[config.mk]
export PLATFORM = sky130hd
export DESIGN_NAME = seq_mul
export DESIGN_NICKNAME = d
export VERILOG_FILES = /design/src/rtl/alu_pkg.sv /design/src/rtl/mul_flag_gen.sv /design/src/rtl/seq_mul.sv
export SDC_FILE = /design/constraint.sdc
export NUM_CORES = 1
export LEC_CHECK = 0
export CAP_MARGIN = 20
export CORE_MARGIN = 2
export CORE_UTILIZATION = 58
export CTS_BUF_LIST = sky130_fd_sc_hd__clkbuf_2 sky130_fd_sc_hd__clkbuf_4 sky130_fd_sc_hd__clkbuf_8
export CTS_CLUSTER_DIAMETER = 50
export DETAILED_ROUTE_END_ITERATION = 6
export PLACE_DENSITY = 0.81
export SLEW_MARGIN = 10
export SYNTH_ARGS = -nofsm -noshare
export SYNTH_HDL_FRONTEND = slang
export SYNTH_SLANG_ARGS = --single-unit
export TNS_END_PERCENT = 1
[constraint.sdc]
create_clock -name clk -period 3.65 [get_ports clk]
set_input_delay 0.365 -clock clk [delete_from_list [all_inputs] [get_ports clk]]
set_output_delay 0.365 -clock clk [all_outputs]
set_load 0.03 [all_outputs]
[src/rtl/alu_pkg.sv]
// Shared ALU definitions: flag nibble bit positions and multiplier FSM states.
package alu_pkg;

  // Bit positions inside the [N, Z, C, V] flag nibble.
  localparam int FLAG_N = 3;
  localparam int FLAG_Z = 2;
  localparam int FLAG_C = 1;
  localparam int FLAG_V = 0;

  // Sequential multiplier control states.
  typedef enum logic [1:0] {
    IDLE   = 2'd0,
    CALC   = 2'd1,
    FINISH = 2'd2
  } mul_state_t;

endpackage

[src/rtl/mul_flag_gen.sv]
// Flag generator for 2W-bit products; also intended for the divider.
// With i_s low the incoming flags pass through untouched.
module mul_flag_gen
  import alu_pkg::*;
#(
  parameter int WIDTH = 32
) (
  input  logic [2*WIDTH-1:0] i_product,
  input  logic               i_signed,
  input  logic               i_s,
  input  logic [3:0]         i_flag,
  output logic [3:0]         o_flag
);

  logic [WIDTH-1:0] w_lo;
  logic [WIDTH-1:0] w_hi;

  assign w_lo = i_product[WIDTH-1:0];
  assign w_hi = i_product[2*WIDTH-1:WIDTH];

  // Z looks at the low word only; C reports unsigned overflow of the low
  // word, V reports that the high word is not a pure sign extension.
  always_comb begin
    o_flag = i_flag;
    if (i_s) begin
      o_flag[FLAG_N] = w_lo[WIDTH-1];
      o_flag[FLAG_Z] = (w_lo == '0);
      o_flag[FLAG_C] = !i_signed && (w_hi != '0);
      o_flag[FLAG_V] = i_signed && (w_hi != {WIDTH{w_lo[WIDTH-1]}});
    end
  end

endmodule

[src/rtl/seq_mul.sv]
// Radix-2 shift-add multiplier, WIDTH+2 cycles from start to done.
// Signed operands are reduced to magnitudes up front; the sign is reapplied
// to the full 2W-bit product in FINISH.
module seq_mul
  import alu_pkg::*;
#(
  parameter int WIDTH = 32
) (
  input  logic             clk,
  input  logic             rst_n,
  input  logic             start,
  input  logic             signed_mode,
  input  logic             s,
  input  logic [WIDTH-1:0] in1,
  input  logic [WIDTH-1:0] in2,
  input  logic [3:0]       flag_in,
  output logic             busy,
  output logic             done,
  output logic [WIDTH-1:0] result,
  output logic [WIDTH-1:0] result_hi,
  output logic [3:0]       new_flag
);

  localparam int CNT_W = $clog2(WIDTH + 1);

  mul_state_t       r_state;
  mul_state_t       w_state_nxt;
  logic [CNT_W-1:0] r_cnt;

  logic [2*WIDTH-1:0] r_acc;
  logic [WIDTH-1:0]   r_mcand;
  logic [WIDTH-1:0]   r_mplier;
  logic               r_neg;
  logic               r_signed;
  logic               r_s;
  logic [3:0]         r_flag_in;

  logic               w_accept;
  logic               w_last;
  logic [WIDTH-1:0]   w_addend;
  logic [WIDTH:0]     w_sum;
  logic [2*WIDTH-1:0] w_product;
  logic [3:0]         w_flag;

  // Magnitude in W unsigned bits; -2^(W-1) maps onto 2^(W-1) naturally.
  function automatic logic [WIDTH-1:0] magnitude(input logic [WIDTH-1:0] v,
                                                 input logic             en);
    return (en && v[WIDTH-1]) ? -v : v;
  endfunction

  assign w_accept  = (r_state == IDLE) && start;
  assign w_last    = (r_cnt == CNT_W'(1));
  assign w_addend  = r_mplier[0] ? r_mcand : '0;
  assign w_sum     = {1'b0, r_acc[2*WIDTH-1:WIDTH]} + {1'b0, w_addend};
  assign w_product = r_neg ? -r_acc : r_acc;

  // State register.
  always_ff @(posedge clk or negedge rst_n) begin
    if (!rst_n) r_state <= IDLE;
    else        r_state <= w_state_nxt;
  end

  // Next-state logic; busy covers CALC and FINISH.
  always_comb begin
    w_state_nxt = r_state;
    busy        = (r_state != IDLE);
    case (r_state)
      IDLE:    if (start)  w_state_nxt = CALC;
      CALC:    if (w_last) w_state_nxt = FINISH;
      FINISH:  w_state_nxt = IDLE;
      default: w_state_nxt = IDLE;
    endcase
  end

  // Iteration counter: loaded with WIDTH on accept, counts down in CALC.
  always_ff @(posedge clk or negedge rst_n) begin
    if (!rst_n)                r_cnt <= '0;
    else if (w_accept)         r_cnt <= CNT_W'(WIDTH);
    else if (r_state == CALC)  r_cnt <= r_cnt - CNT_W'(1);
  end

  // Operand capture and shift-add datapath; only meaningful while busy.
  always_ff @(posedge clk) begin
    if (w_accept) begin
      r_mcand   <= magnitude(in1, signed_mode);
      r_mplier  <= magnitude(in2, signed_mode);
      r_neg     <= signed_mode && (in1[WIDTH-1] ^ in2[WIDTH-1]);
      r_signed  <= signed_mode;
      r_s       <= s;
      r_flag_in <= flag_in;
      r_acc     <= '0;
    end else if (r_state == CALC) begin
      r_acc    <= {w_sum, r_acc[WIDTH-1:1]};
      r_mplier <= r_mplier >> 1;
    end
  end

  mul_flag_gen #(
    .WIDTH(WIDTH)
  ) u_flag_gen (
    .i_product(w_product),
    .i_signed (r_signed),
    .i_s      (r_s),
    .i_flag   (r_flag_in),
    .o_flag   (w_flag)
  );

  // Output registers: updated in FINISH only, done pulses for one cycle.
  always_ff @(posedge clk or negedge rst_n) begin
    if (!rst_n) begin
      done      <= 1'b0;
      result    <= '0;
      result_hi <= '0;
      new_flag  <= '0;
    end else begin
      done <= (r_state == FINISH);
      if (r_state == FINISH) begin
        result    <= w_product[WIDTH-1:0];
        result_hi <= w_product[2*WIDTH-1:WIDTH];
        new_flag  <= w_flag;
      end
    end
  end

endmodule

==> key figures, run 1 <==
Die
  – Die width: 151 µm
  – Cell Rows: 53
  – Ports: 143
  – Total Die Area: 0.0229 mm²
  – Die outline height: 151 µm
  – Initial Utilization: 0.595
  – Core Footprint: 0.0212 mm²

GRT
  – Vias in the first global route: 9,964
  – Pin count of the biggest net entering global routing: 89
  – Initial antenna violation count: 0
  – Total Routing Usage GR: 0.263
  – Global route total overflow: 0
  – First-pass GRT wire length: 49,000 µm

Logic synthesis
  – Multiplexer share of the synthesized area: 0.00238
  – Xor-xnor portion of the synthesized cell area: 0.108
  – Synth top area cells: edfxtp_1 17%, dfrtp_1 15%, dfxtp_1 10%
  – Synth top area share: 0.169
  – Post-synth EDFFs: 71
  – Post-Syn Instances: 1,444
  – Cell variety after synth: 74
  – Synth Warn #: 0
  – Fraction of registers with async set or reset after synthesis: 0.363
  – Seq/Total Area, Yosys: 0.424
  – Most used DFF post-synth: dfrtp_1
  – Cell area after synthesis: 0.0126 mm²
  – Adder-Cell Fraction of Synth Area: 0.0393
  – Mean Syn Cell Area: 8.72 µm²
  – Area fraction in and, or, nand and nor cells after synthesis: 0.215
  – Complex-gate fraction of the synthesized area: 0.179
  – Largest family of logic cells by synthesized area: simple AND/OR/NAND/NOR gates
  – Synthesized flop and latch total: 212
  – Syn Nets: 1,556
  – Synth area leader: edfxtp_1

Route
  – Routed WL per cell: 15.9 µm
  – Avg Vias per Cell: 5.78
  – 1st-iter DRT viols: 700
  – Final Routed Wirelength: 30,400 µm
  – DR pass1 iterations: 5
  – Via count: 11,000
  – DRC: 0
  – Antenna Nets Post-Route: 0

Power
  – Comb pwr share: 0.046
  – PD cells: 323 mW/mm²
  – Clock share of power: 0.460
  – Sequential Power Share: 0.494
  – Peak VDD IR: 0.000271 V
  – Net switching fraction of the power: 0.216
  – Internal power: 3890 µW
  – Leak Pwr: 0.00648 µW
  – Sw power: 1070 µW

Worst hold path
  – Hold depth: 1
  – Hold Path Class: in -> reg

STA
  – Relative slew slack: 0.366
  – Setup WS post-layout: 0.0763 ns
  – Worst Max-Slew Pin Slew: 0.952 ns
  – Final Max Slew Viols: 0
  – Final period util: 0.979
  – Hold Violations, Final: 0
  – RSZ-0062 raised after global routing: true
  – Max Freq: 280 MHz
  – Total negative slack: 0 ns
  – Period minus WS final: 3.57 ns
  – Final Setup Violations: 0
  – Clock skew: 0.0266 ns

Flow run
  – Max_cap viols: 0

Final layout
  – Syn-to-layout area delta: 21.6%
  – # fillers: 1,611
  – Final instance area: 0.0153 mm²
  – # nets final: 1,715
  – Layout cells sized above 1: 0.0982
  – Core Util, Final: 0.724
  – Post-Layout Cell Count: 1,905
  – Antenna diodes: 0

Clocking
  – CTS Root Cell: clkbuf_8
  – Clock transition at the registers of the reported paths: 0.06 ns
  – Total clock sinks: 212
  – Clock Path Buffers: 3
  – CTS tree: built
  – H-tree levels: 2
  – Latest clock arrival within the worst-skew pair: 0.55 ns
  – Inserted Clock Buffers: 36

Placed design
  – Placed cell area: 0.0145 mm²
  – DP Worst Slack: -0.0735 ns
  – IO buf count: 142
  – Cells after DPL: 1,837
  – GPL Wtd Cong: 0.966
  – DP HPWL: 22,100 µm

Critical path
  – Data required, critical path: 4.05 ns
  – Critical-path maximum fanout: 7
  – Setup Crit Path Kind: reg -> reg
  – CP Capture Type: flop
  – Worst setup SP type: flop
  – Arrival time of the worst setup path: 3.97 ns
  – Path depth of the worst reg2reg path: 11

Run status
  – Status: finished, final reports clean
[logic make-up (layout without fill, tap and decap cells)]
| logic type | after synthesis | in the layout |
|---|---|---|
| buf+inv | 105 | 291 |
| flops | 212 | 212 |
| xor+xnor | 154 | 154 |
| mux | 3 | 3 |
| fa+ha+maj | 39 | 39 |
| simple gates | 566 | 566 |
| compound gates | 365 | 365 |
[final timing paths]
kind | startpoint | end | slack (ns)
max in group asynchronous | rst_n | result_hi[11] | 2.50
worst min register to register | result_hi[3] | result_hi[3] | 0.47
worst min-delay path | s | r_s | 0.40
worst max-delay path | r_acc[6] | new_flag[0] | 0.08
worst max register to register | r_acc[6] | new_flag[0] | 0.08
min in group asynchronous | rst_n | result[16] | 0.51
[power groups by stage]
stage	logic (µW)	registers, µW	clock network, µW
2_1_floorplan	88.1	2500	0
3_3_place_gp	221	2500	0
3_5_place_dp	227	2500	0
4_1_cts	230	2450	2310
5_1_grt	252	2450	2410
6_report	229	2450	2280
[per-layer routing]
layer | global-route usage | vias up | routed length, µm
met2 | 0.417 | 397 | 13500
met3 | 0.0340 | 59 | 2030
met4 | 0.0794 | 0 | 655
met1 | 0.378 | 5125 | 14200
met5 | 0 | - | 0
li1 | - | 5428 | -
[critical path, cell delays in order (launching register included)]
cell and delay (ns):
dfxtp_1 0.32, nor4_2 0.35, nand3_1 0.20, or4_4 0.61
buf_12 0.17, o41ai_2 0.34, xor2_1 0.16, or4_1 0.53
o2bb2ai_1 0.14, nor4b_1 0.31, and4_1 0.24, o21ai_1 0.07
[Yosys cell counts (4+ instances only)]
cell       instances
a211oi_1           6
nor3_1            27
ha_1              38
o31ai_1           21
nor4_1            20
edfxtp_1          71
and2_1            38
inv_1             24
o41ai_2            7
o41ai_1           11
nand3_1           28
xnor2_1           65
or3_1             17
clkbuf_1          69
and4_1             7
nand4_1            8
or2_2              7
buf_1              6
nor2b_1            7
nand3b_1           5
a21oi_1          106
a31oi_1            9
xor2_1            88
dfrtp_1           77
a21o_1            16
nand2_1          269
nor2_1            82
o21ai_0          144
and3_1             6
dfxtp_1           64
o2111ai_1          4
nand2b_1          15
o31a_1             4
or4_1             12
[flip-flops by register name, indices dropped and copies added, names as in the netlist]
name / flops
r_acc: 64
r_mcand: 32
r_mplier: 32
result: 32
result_hi: 32
r_cnt: 6
new_flag: 4
r_flag_in: 4
r_state: 2
done: 1
r_neg: 1
r_s: 1
r_signed: 1
[metrics by stage]
step / total power, µW / hold slack, ns
after global routing: 5110 / 0.392
after floorplan: 2580 / 0.0694
after CTS: 4990 / 0.389
final: 4960 / 0.399
after detailed placement: 2720 / 0.469
after global placement: 2720 / 0.459
[layout by cell type (no fill, tap or decap), types with 7 or more instances in the layout]
master	n
o41ai_1	11
a31oi_1	9
and4_1	7
dfrtp_1	77
clkbuf_8	44
nand3_1	28
inv_1	24
nand2b_1	13
nand4_1	8
nor2_1	82
clkdlybuf4s50_1	141
ha_1	38
and2_1	38
a21oi_1	106
clkbuf_4	15
o41ai_2	7
edfxtp_1	71
or3_1	17
nor3_1	27
o21ai_0	143
or4_1	12
nand2_1	268
nor4_1	19
o31ai_1	21
dfxtp_1	64
buf_4	57
xnor2_1	65
or2_2	7
a21o_1	16
xor2_1	88
[layout make-up]
type | count | area (µm²) | share of cell area
inverter | 25 | 95.1 | 0.00621
multi-input combinational | 1127 | 6880 | 0.449
clock inverter | 6 | 60.1 | 0.00392
sequential | 212 | 5340 | 0.349
tap | 275 | 344 | 0.0225
timing repair buffer | 201 | 1890 | 0.123
clock buffer | 59 | 718 | 0.0469
[timing repair]
action                                  CTS  global route
setup buffers                             0             2
endpoints found under the setup margin    0             3
endpoints found under the hold margin     4             0
resized for setup                         0             4
hold buffers                              1             0
Power figures use the tool's default switching activity.
==> inputs of run 2 (changes only) <==
--- a/config.mk
+++ b/config.mk
@@ -15,5 +15,6 @@
 export SLEW_MARGIN = 10
 export SYNTH_ARGS = -nofsm -noshare
 export SYNTH_HDL_FRONTEND = slang
+export SYNTH_HIERARCHICAL = 1
 export SYNTH_SLANG_ARGS = --single-unit
-export TNS_END_PERCENT = 1
+export TNS_END_PERCENT = 10
==> key figures, run 2 <==
Clocking
  – CTS tree: built
  – Clock transition at the registers of the reported paths: 0.06 ns
  – Clock Path Buffers: 3
  – H-tree levels: 2
  – Total clock sinks: 212
  – Inserted Clock Buffers: 36
  – CTS Root Cell: clkbuf_8
  – Latest clock arrival within the worst-skew pair: 0.53 ns

Final layout
  – Syn-to-layout area delta: 22.9%
  – Post-Layout Cell Count: 1,853
  – Most frequent cells in the layout: 275 x nand2_1, 141 x clkdlybuf4s50_1, 102 x xnor2_1, 101 x a21oi_1, 90 x o21ai_0
  – # nets final: 1,661
  – Layout cells sized above 1: 0.127
  – Antenna diodes: 0
  – Core Util, Final: 0.726
  – Largest register FFs: 64
  – Most common cell after layout, fill and taps aside: nand2_1
  – Top reg by flops: r_acc

Die
  – Cell Rows: 53
  – Total Die Area: 0.0227 mm²
  – Ports: 143
  – Initial Utilization: 0.591
  – Die width: 151 µm
  – Core Footprint: 0.0211 mm²
  – Die outline height: 151 µm

STA
  – Final Max Slew Viols: 0
  – Relative slew slack: 0.305
  – Period minus WS final: 3.59 ns
  – Hold Violations, Final: 0
  – RSZ-0062 raised after global routing: true
  – Final period util: 0.984
  – Worst Max-Slew Pin Slew: 1.04 ns
  – Clock skew: 0.0172 ns
  – Final Setup Violations: 0
  – Max Freq: 278 MHz
  – Hold slack: 0.396 ns

Critical path
  – CP max stage delay: 0.53 ns
  – Arrival time of the worst setup path: 4.01 ns
  – CP Capture Type: flop
  – Data required, critical path: 4.07 ns
  – Setup Crit Path Kind: reg -> reg
  – CP Cell Sequence: or2_1 -> or4_4 -> or2_4 -> or4_4 -> o31ai_2 -> xnor2_1 -> nor4_1 -> nand4_1 -> o31ai_2 -> o22ai_1 -> nand2_1 -> nand2_1
  – Worst path bufs/invs: 0
  – Critical-path maximum fanout: 6
  – Worst setup SP type: flop
  – Delay-heaviest family, CP: simple AND/OR/NAND/NOR gates
  – CP max-delay cell: or4_4

Power
  – Leak Pwr: 0.00646 µW
  – Peak VDD IR: 0.000244 V
  – PD cells: 328 mW/mm²

GRT
  – Initial antenna violation count: 0
  – Vias in the first global route: 10,100
  – Global route total overflow: 0
  – Total Routing Usage GR: 0.267
  – First-pass GRT wire length: 49,500 µm
  – Pin count of the biggest net entering global routing: 89

Route
  – Antenna Nets Post-Route: 0
  – Via count: 10,800
  – DR pass1 iterations: 5
  – Routed WL per cell: 16.4 µm
  – Avg Vias per Cell: 5.81
  – Final Routed Wirelength: 30,400 µm
  – DRC: 0
  – 1st-iter DRT viols: 720

Placed design
  – DP HPWL: 22,000 µm
  – Cells after DPL: 1,783
  – IO buf count: 142
  – GPL Wtd Cong: 0.931

Logic synthesis
  – Most used DFF post-synth: dfrtp_1
  – Post-Syn Instances: 1,384
  – Post-synth EDFFs: 71
  – Top post-synthesis cells by count: 276 x nand2_1, 102 x xnor2_1, 101 x a21oi_1
  – Cell area after synthesis: 0.0125 mm²
  – Fraction of registers with async set or reset after synthesis: 0.363
  – Top-count cell post-synth: nand2_1
  – Cell variety after synth: 75
  – Synth top area share: 0.171
  – Synth top area cells: edfxtp_1 17%, dfrtp_1 15%, dfxtp_1 10%
  – Mean Syn Cell Area: 9.00 µm²
  – Syn Nets: 1,495
  – Synth Warn #: 6
  – Synthesized flop and latch total: 212
  – Seq/Total Area, Yosys: 0.429
  – Synth area leader: edfxtp_1

Flow run
  – Max_cap viols: 0

Worst hold path
  – Hold Path Class: in -> reg

Run status
  – Status: finished, final reports clean
-- run 2: cell types whose count changed in the layout (fill, tap and decap cells not counted), moves of 8 or more --
cell	before	now
nor4_1	19	27
nand4_1	8	20
nor2_1	82	52
o21ai_0	143	90
xnor2_1	65	102
mux2_2	0	35
xor2_1	88	42
-- run 2: final timing paths --
kind | from | end | slack [ns] | cells past startpoint
setup reg to reg | r_acc[11] | new_flag[0] | 0.06 | 12
min in group asynchronous | rst_n | result[16] | 0.53 | 2
max in group asynchronous | rst_n | result_hi[28] | 2.50 | 2
hold reg to reg | result[7] | result[7] | 0.47 | 2
setup / recovery | r_acc[11] | new_flag[0] | 0.06 | 12
hold / removal | flag_in[0] | r_flag_in[0] | 0.40 | 1
-- run 2: kinds of logic after synthesis --
family / after synthesis / share of synthesized area
xor gates and xnor gates: 144 / 0.101
and+or+nand+nor: 530 / 0.203
muxes: 39 / 0.0360
adders and majority gates: 38 / 0.0388
buffers and inverters: 100 / 0.0302
DFF: 212 / 0.429
AOI/OAI and AO/OA: 321 / 0.163
-- run 2: cell type report --
| type | instances | area (µm²) |
|---|---|---|
| multi-input cells | 1072 | 6870 |
| fillers | 1591 | 5780 |
| flip-flops and latches | 212 | 5340 |
| repair buffers | 196 | 1830 |
| clock buffers | 54 | 687 |
| well taps | 275 | 344 |
| clock inverters | 12 | 123 |
| inverters | 32 | 120 |
-- run 2: routing by layer --
layer	track usage	wire, µm	up-vias	part of all wire
li1	-	-	5297	-
met4	0.0738	507	0	0.017
met3	0.0452	2140	55	0.070
met1	0.379	13800	5015	0.45
met5	0	0	-	0
met2	0.425	13900	390	0.46
-- run 2: repair_timing --
| item | in CTS | in global routing |
|---|---|---|
| hold endpoints to repair | 2 | 0 |
| pin swaps | 4 | 9 |
| hold buffers | 1 | 0 |
| setup buffers | 1 | 2 |
| setup endpoints to repair | 1 | 3 |
| gates resized for setup | 1 | 20 |
-- run 2: metrics by stage --
step	setup slack, ns	area, µm²	setup TNS [ns]	total power (µW)
after global routing	-0.153	15300	-0.207	5190
after global placement	0.0841	14400	0	2720
final	0.0586	15300	0	5020
after floorplan	0.202	12500	0	2590
after detailed placement	-0.00826	14400	-0.00826	2730
after CTS	0.0133	15200	0	5060
-- run 2: report_power, final --
group          switching, µW  internal (µW)
Combinational            109            122
Clock                    972           1360
Sequential                 0           2450
